--- src/rtl/pulse_seq_if.sv ---
`default_nettype none
//------------------------------------------------------------------------------
// pulse_seq_if : delay-table RAM read port (1-cycle read latency)   Rev 1.0
//------------------------------------------------------------------------------
interface pulse_seq_if;
  logic [2:0] rd_addr;
  logic       rd_en;
  logic [7:0] rd_data;

  modport master (output rd_addr, output rd_en, input  rd_data);
  modport slave  (input  rd_addr, input  rd_en, output rd_data);
endinterface
`default_nettype wire

--- src/rtl/pulse_seq.sv ---
`default_nettype none
//------------------------------------------------------------------------------
// pulse_seq : 8-channel delayed optical sync pulse sequencer; option macro
//             PULSE_SEQ_REPEAT_EN reloads and reruns continuously.   Rev 1.0
//------------------------------------------------------------------------------
module pulse_seq #(
  parameter int DIV     = 50,
  parameter int PULSE_W = 10
) (
  input  logic        clk,
  input  logic        rst_n,
  input  logic        start,
  input  logic        stop,
  pulse_seq_if.master ram,
  output logic [7:0]  pulse,
  output logic        busy,
  output logic        done
);

  localparam logic [2:0] S_IDLE  = 3'd0;
  localparam logic [2:0] S_LOAD  = 3'd1;
  localparam logic [2:0] S_RUN   = 3'd2;
  localparam logic [2:0] S_DRAIN = 3'd3;
  localparam logic [2:0] S_DONE  = 3'd4;

  localparam logic [15:0] DIV_LAST = 16'(DIV - 1);
  localparam logic [15:0] WIDTH    = 16'(PULSE_W);

  logic [2:0]  state;
  logic [3:0]  lcnt;
  logic [15:0] presc;
  logic [7:0]  t;
  logic [7:0]  active;
  logic        abort;
  logic        tick_wrap;
  logic        tick0;
  logic        cap_en;
  logic [2:0]  cap_addr;

  assign abort     = stop && (state == S_LOAD || state == S_RUN || state == S_DRAIN);
  assign tick_wrap = (presc == DIV_LAST);
  assign tick0     = (state == S_RUN) && (presc == 16'd0);
  // read data lags the strobe by one clock, so capture uses the previous address
  assign cap_en    = (state == S_LOAD) && (lcnt != 4'd0) && !stop;
  assign cap_addr  = 3'(lcnt - 4'd1);

  assign ram.rd_en   = (state == S_LOAD) && !lcnt[3];
  assign ram.rd_addr = ram.rd_en ? lcnt[2:0] : 3'd0;
  assign busy        = (state != S_IDLE);
  assign done        = (state == S_DONE);

  always_ff @(posedge clk or negedge rst_n) begin
    if (!rst_n) begin
      state <= S_IDLE;
      lcnt  <= 4'd0;
      presc <= 16'd0;
      t     <= 8'd0;
    end else begin
      case (state)
        S_IDLE: begin
          if (start && !stop) begin
            state <= S_LOAD;
            lcnt  <= 4'd0;
          end
        end
        S_LOAD: begin
          if (stop) begin
            state <= S_IDLE;
          end else if (lcnt == 4'd8) begin
            state <= S_RUN;
            lcnt  <= 4'd0;
            presc <= 16'd0;
            t     <= 8'd0;
          end else begin
            lcnt <= lcnt + 4'd1;
          end
        end
        S_RUN: begin
          if (stop) begin
            state <= S_IDLE;
          end else if (tick_wrap) begin
            presc <= 16'd0;
            // the last tick ends the run instead of wrapping t
            if (t == 8'hFF) state <= S_DRAIN;
            else            t     <= t + 8'd1;
          end else begin
            presc <= presc + 16'd1;
          end
        end
        S_DRAIN: begin
          if (stop)                 state <= S_IDLE;
          else if (active == 8'd0)  state <= S_DONE;
        end
        S_DONE: begin
`ifdef PULSE_SEQ_REPEAT_EN
          if (stop) begin
            state <= S_IDLE;
          end else begin
            state <= S_LOAD;
            lcnt  <= 4'd0;
          end
`else
          state <= S_IDLE;
`endif
        end
        default: state <= S_IDLE;
      endcase
    end
  end

  for (genvar k = 0; k < 8; k++) begin : g_ch
    logic [7:0]  delay;
    logic [15:0] wcnt;
    logic        p_q;
    logic        fire;

    assign fire      = tick0 && (t == delay) && (delay != 8'hFF);
    assign pulse[k]  = p_q;
    assign active[k] = (wcnt != 16'd0);

    always_ff @(posedge clk or negedge rst_n) begin
      if (!rst_n) begin
        delay <= 8'd0;
        wcnt  <= 16'd0;
        p_q   <= 1'b0;
      end else begin
        if (cap_en && cap_addr == 3'(k)) delay <= ram.rd_data;
        if (abort) begin
          wcnt <= 16'd0;
          p_q  <= 1'b0;
        end else if (fire) begin
          wcnt <= WIDTH;
          p_q  <= 1'b1;
        end else if (wcnt != 16'd0) begin
          wcnt <= wcnt - 16'd1;
          p_q  <= (wcnt != 16'd1);
        end
      end
    end
  end

endmodule
`default_nettype wire

--- src/flat_wrapper.sv ---
// flat-port wrapper written by rule: the top's interface ports become plain ports
module pulse_seq_flat 
#(
  parameter int DIV     = 50,
  parameter int PULSE_W = 10
)
  (clk, rst_n, start, stop, pulse, busy, done, ram_rd_addr, ram_rd_en, ram_rd_data);
  pulse_seq_if ram_i ();
  input  logic clk;
  input  logic rst_n;
  input  logic start;
  input  logic stop;
  output logic [7:0] pulse;
  output logic busy;
  output logic done;
  output wire logic [$bits(ram_i.rd_addr)-1:0] ram_rd_addr;
  output wire logic [$bits(ram_i.rd_en)-1:0] ram_rd_en;
  input wire logic [$bits(ram_i.rd_data)-1:0] ram_rd_data;
  assign ram_rd_addr = ram_i.rd_addr;
  assign ram_rd_en = ram_i.rd_en;
  assign ram_i.rd_data = ram_rd_data;
  pulse_seq #(.DIV(DIV), .PULSE_W(PULSE_W)) u_core (.clk(clk), .rst_n(rst_n), .start(start), .stop(stop), .ram(ram_i), .pulse(pulse), .busy(busy), .done(done));
endmodule
--- config.mk ---
export PLATFORM = sky130hd
export DESIGN_NAME = pulse_seq_flat
export DESIGN_NICKNAME = d
export VERILOG_FILES = /design/src/rtl/pulse_seq_if.sv /design/src/rtl/pulse_seq.sv /design/src/flat_wrapper.sv
export SDC_FILE = /design/constraint.sdc
export NUM_CORES = 1
export LEC_CHECK = 0
export CORE_MARGIN = 4
export CORE_UTILIZATION = 30
export DETAILED_ROUTE_END_ITERATION = 6
export GPL_TIMING_DRIVEN = 0
export PLACE_DENSITY = 0.52
export SYNTH_ARGS = -nofsm -noshare
export SYNTH_HDL_FRONTEND = slang
export SYNTH_SLANG_ARGS = --single-unit
--- constraint.sdc ---
create_clock -name clk -period 7.7 [get_ports clk]
set_input_delay 0.77 -clock clk [delete_from_list [all_inputs] [get_ports clk]]
set_output_delay 0.77 -clock clk [all_outputs]
set_load 0.1 [all_outputs]
### After elaboration in Yosys (flattened, before gate mapping)

Index checks and enable logic that the tools add are counted.

* eq/ne operators: 48
* add/subtract/negate cells: 12
* reductions and logical operators: 62
* muxes and demuxes: 73

Operator list (number)
* $mux 16: 28
* $ne 16x1->1 const B: 8
* $reduce_bool 16->1: 8
* $sub 16x1->16 const B: 8
* $eq 8x8->1: 8
* $ne 8x8->1 const B: 8
* $mux 8: 5
* $pmux 16 s2: 1
* $logic_and 1x1->1: 30
* $mux 3: 9
* $reduce_bool 3->1: 9
* $mux 1: 24
* $add 16x1->16 const B: 1
* $eq 16x6->1 const B: 1
* $logic_not 16->1: 1
* $pmux 8 s2: 1
* $eq 3x3->1 const B: 5
* $eq 3x2->1 const B: 4
* $mux 4: 3
* $pmux 3 s4: 1
* $ne 3x3->1 const B: 3
* $add 8x1->8 const B: 1
* $eq 8x8->1 const B: 1
* $logic_not 8->1: 1
* 17 further kinds: 26

* bits of input ports: 12
* word-level logic and storage cells: 223
* output and inout port bits: 14
* flip-flop bits (word level): 231

### Longest topological paths before layout

* depth after elaboration: 6
* depth in mapped cells: 9
* gate-level depth less buffers: 8

### Least setup slack after synthesis

No wires, ideal clock.

* path kind: register to output
* from: reg u_core.state[2]
* to: out ram_rd_addr[2]
* required time: 6.930 ns
* arrival: 3.041 ns
* stages on the path, launching flop included: 5
* slack: 3.889 ns
* buffers on the path: 1
* cells stage by stage: dfrtp_1 > clkbuf_1 > nand3b_1 > nor2_1 > and2_1

* cells in the longest elaborated chain, start to end: 3

RTL lines
* from (decl): RTL line pulse_seq.sv:29 `logic [2:0] state;`
* from (signal assigned): RTL line pulse_seq.sv:54 `state <= S_IDLE;`
* from (signal assigned): RTL line pulse_seq.sv:62 `state <= S_LOAD;`
* from (signal assigned): RTL line pulse_seq.sv:68 `state <= S_IDLE;`
* $eq 3x1->1: RTL line pulse_seq.sv:47 `assign ram.rd_en = (state == S_LOAD) && !lcnt[3];`
* $logic_and 1x1->1: RTL line pulse_seq.sv:47
* via ram_rd_en: RTL line flat_wrapper.sv:17 `output wire logic [$bits(ram_i.rd_en)-1:0] ram_rd_en;`
* $mux 3: RTL line pulse_seq.sv:48 `assign ram.rd_addr = ram.rd_en ? lcnt[2:0] : 3'd0;`
* to (decl): RTL line flat_wrapper.sv:16 `output wire logic [$bits(ram_i.rd_addr)-1:0] ram_rd_addr;`

The timed path passes the listed nets, and every way through them passes these cells.

### Worst setup path after layout

* from: reg u_core.state[1]
* to: reg u_core.g_ch[0].wcnt[13]

* cells in the longest elaborated chain, start to end: 6
* elaborated cells on any way between the ends: 12
* classes of those cells: eq/ne (3); mux (2); reduce/logical (7)

RTL lines
* $eq 3x2->1: RTL line pulse_seq.sv:40, pulse_seq.sv:42
* $logic_and 1x1->1: RTL line pulse_seq.sv:42 `assign tick0 = (state == S_RUN) && (presc == 16'd0);`
* $logic_and 1x1->1 (2 in a row): RTL line pulse_seq.sv:117 `assign fire = tick0 && (t == delay) && (delay != 8'hFF);`
* $mux 16: RTL line pulse_seq.sv:131 `end else if (fire) begin`
* $mux 16: RTL line pulse_seq.sv:128 `if (abort) begin`
* to (signal assigned): RTL line pulse_seq.sv:135 `wcnt <= wcnt - 16'd1;`
* to (decl): RTL line pulse_seq.sv:113 `logic [15:0] wcnt;`

Several ways; a longest one is shown, not always the timed one.
A chain may end at the register's enable or synchronous reset.

==> results.txt <==
Static timing analysis puts the maximum clock frequency at 233 MHz. Wires add up to 28,600 um. The number of antenna diodes in the final layout is 0. The relative contribution of sequential cells to total power is 35.5%. The share of cells above drive strength 1 came out at 10.6%. During I/O placement, the number of pins put on the boundary was 26.

The number of buffers between clock root and the deepest sink is 3. In the post-synthesis netlist, the biggest area contributors are sky130_fd_sc_hd__dfrtp_1, sky130_fd_sc_hd__xor2_1, sky130_fd_sc_hd__mux2_2. The count of pins over their slew limit is 0.

The average cell area after synthesis came out at 9.96 um2. Setup repair after global routing left no endpoint under its margin. The power density relative to cell area came out at 403 mW/mm2. The clock sink count is 231. The cell row count came out at 73. The first routing iteration left 682 violations. The area growth from synthesis to layout is 15.8%.

The Yosys step of the flow raised 0 warnings. The total overflow left after global routing is 0. The routed wire length per instance is 15.6 um. In this run, the combinational gates consume 40.5% of the power. The total number of vias is 8,986. The worst path uses 55.8% of the clock period. The number of antenna-violating nets in the routed design is 0.

Leaving out fill and tap cells, the most frequent cells in the layout are sky130_fd_sc_hd__dfrtp_1, sky130_fd_sc_hd__nor2_1, sky130_fd_sc_hd__xor2_1. Buffers inserted during clock tree synthesis total 27. The count of cell types in the netlist is 56. The routability-driven placement congestion ratio is 0.798. The die outline width came out at 210 um. The largest vdd supply drop is 0.000202 V. The net count of the finished layout came out at 1,333. The library cell contributing the largest single delay on the critical path is sky130_fd_sc_hd__nor4b_2. The area fraction of the dominant cell type after synthesis is 47.2%.

Counting every net in the synthesized netlist gives 1,277. The count of mapped cells out of synthesis is 1,231. The count of filler cells inserted in the layout is 4,021. The hold slack came out at 0.266 ns. The met1 track demand over resource in global routing came out at 18.7%. The met2 demand-to-capacity share in global routing came out at 20.6%. The core box area is 0.0401 mm2. The total setup violations reported at the end of the flow is 0. The clock arrives with 0.0110 ns of skew. The post-detailed-placement half-perimeter wirelength is 19,400 um. The clock network accounts for 24.0% of the total power. The flow ran to the end, and the final reports show no timing, DRC or antenna violations.

The total of hold buffers inserted after clock tree synthesis came out at 0. The die extent in y is 210 um. The initial antenna violation count came out at 0. Clock-pin slew was measured on the worst setup and hold paths at 0.06 ns. The library cell with the largest summed area after synthesis is sky130_fd_sc_hd__dfrtp_1.

The routing usage on met3 came out at 1.52%. The count of buffers from port buffering came out at 25. The kind of end point of the critical path is a flip-flop. The number of maximum-capacitance violations came out at 0. The post-detailed-route DRC marker count came out at 0. The count of buffers added by post-CTS timing repair for setup came out at 0. The worst setup path is launched from a flip-flop. The wire length of the first global-routing pass is 47,900 um. The longest individual stage delay on the worst path is 1.09 ns. Among the stages of the critical path, the cell type that occurs most often is sky130_fd_sc_hd__clkbuf_1. The cell total after placement came out at 1,783.

The die outline area came out at 0.0442 mm2. The peak-usage layer in the global routing report is met2. For the worst setup path, the data required time is 8.10 ns.

The final instance count without filler cells is 1,832. The initial cell density of the core came out at 30.6%. The critical path start-end classification is reg2reg. The most common cell after layout, fill and taps aside is sky130_fd_sc_hd__dfrtp_1. Clock latency on the worst-skew pair, taken at its later pin, is 0.53 ns. The share of synthesized registers carrying an async set or reset is 100%. The number of storage elements in the synthesis netlist came out at 231. Along the worst path, the maximum fanout reaches 10. The switching power as a share of total power came out at 40.3%. The critical path goes through buf_2 > nor3b_1 > clkbuf_1 > nand4_1 > nor4b_2 > o2111ai_1 > nand2_1 > clkbuf_1 > nor2_1. The transition time of the tightest slew-check pin came out at 1.40 ns. The path class of the tightest hold or removal check is in2async. Summing every instance area after synthesis gives 0.0123 mm2. The total power draw is 0.00572 W.

The number of enable flip-flop cells after synthesis is 0. The first detailed-routing pass took 5 iterations. The setup check on the worst reg-to-reg path leaves a slack of 3.41 ns. TritonCTS built the clock tree. The leakage dissipation came out at 6.51 nW. The final design utilization is 35.4%. The total number of H-tree levels is 1. The clock root buffer master is sky130_fd_sc_hd__clkbuf_16.

The via density per instance is 4.91. The number of resized instances in the post-cts repair step came out at 0. For the finished layout, the period the worst path requires is 4.29 ns. The data arrival at the endpoint of the critical path is 4.69 ns. The switching power came out at 0.00231 W. The sequential area share after synthesis came out at 47.2%. The final number of hold-violating endpoints came out at 0. The global-route total usage across every layer is 12.9%. The largest net degree at the start of global routing came out at 89.

Cell internal power was estimated by the tool at 0.00342 W. The number of global-route vias before repair is 8,959. The most instantiated flip-flop cell in the synthesis netlist is sky130_fd_sc_hd__dfrtp_1. The worst-case headroom to the max-slew limit came out at 6.75%.
-- power by group through the flow --
| stage | clock network, W | registers (W) | logic, W |
|---|---|---|---|
| after global routing | 0.00147 | 0.00210 | 0.00263 |
| after floorplan | 0 | 0.00194 | 0.00187 |
| after global placement | 0 | 0.00204 | 0.00229 |
| final | 0.00137 | 0.00203 | 0.00232 |
| after CTS | 0.00142 | 0.00203 | 0.00234 |
| after detailed placement | 0 | 0.00204 | 0.00233 |
-- critical path, delay by kind of cell, from the launching register on --
kind | cells | cell delay, ns
and+or+nand+nor | 5 | 2.07
buffers and inverters | 3 | 0.99
AOI/OAI and AO/OA | 1 | 0.73
DFF | 1 | 0.35
-- synthesized netlist by cell type, types with 25 or more instances --
master / count
sky130_fd_sc_hd__xor2_1: 116
sky130_fd_sc_hd__inv_1: 27
sky130_fd_sc_hd__o21ai_0: 43
sky130_fd_sc_hd__ha_1: 34
sky130_fd_sc_hd__nand2_1: 97
sky130_fd_sc_hd__a21oi_1: 41
sky130_fd_sc_hd__dfrtp_1: 231
sky130_fd_sc_hd__xnor2_1: 53
sky130_fd_sc_hd__nor4_1: 48
sky130_fd_sc_hd__nand4_1: 38
sky130_fd_sc_hd__mux2_2: 65
sky130_fd_sc_hd__nand3_1: 25
sky130_fd_sc_hd__nor3_1: 45
sky130_fd_sc_hd__nor2_1: 175
-- final timing paths --
kind                                            to  depth (start not counted)                   start
setup / recovery           u_core.g_ch[0].wcnt[13]                          9         u_core.state[1]
hold / removal              u_core.g_ch[7].wcnt[7]                          1                   rst_n
setup reg to reg           u_core.g_ch[0].wcnt[13]                          9         u_core.state[1]
hold reg to reg             u_core.g_ch[2].wcnt[7]                          2  u_core.g_ch[2].wcnt[7]
max in group asynchronous  u_core.g_ch[4].wcnt[13]                          3                   rst_n
min in group clk            u_core.g_ch[2].wcnt[7]                          2  u_core.g_ch[2].wcnt[7]
-- sequential cells by signal, indices dropped and copies added (netlist names) --
name and count:
u_core.g_ch.p_q 8, u_core.t 8, u_core.g_ch.delay 64, u_core.lcnt 4, u_core.g_ch.wcnt 128, u_core.state 3
u_core.presc 16
-- metal layers --
metal | share of wire (%) | up-vias
met1 | 49 | 4370
met5 | 0 | -
met4 | 2.2 | 0
li1 | - | 4455
met2 | 45 | 115
met3 | 2.9 | 46
-- kinds of logic after synthesis --
logic type / count (synthesis) / synth area share [%]
multiplexers: 71 / 6.46
flip-flops: 231 / 47.2
XOR/XNOR: 169 / 12.1
buffers and inverters: 63 / 2.19
AND/OR/NAND/NOR: 533 / 22.2
AO/OA/AOI/OAI: 130 / 6.48
adder cells (fa/ha/maj): 34 / 3.47
-- final cells by class --
class                   instances  area [um2]  share of cell area [%]
multi-input cells             937        6210                    43.7
flip-flops and latches        231        5780                    40.7
clock buffers                  34         752                    5.30
well taps                     525         657                    4.63
repair buffers                 27         310                    2.19
clock inverters                15         215                    1.52
plain buffers                  36         168                    1.18
inverters                      27         101                   0.714
-- per-stage QoR --
step                      area (um2)   TNS, ns  setup WS [ns]
after floorplan                12300         0           3.89
after global placement         13200  -1009.00          -4.40
after detailed placement       13200         0           3.42
after CTS                      14200         0           3.39
after global routing           14200         0           3.12
final                          14200         0           3.41
Power figures use the tool's default switching activity.
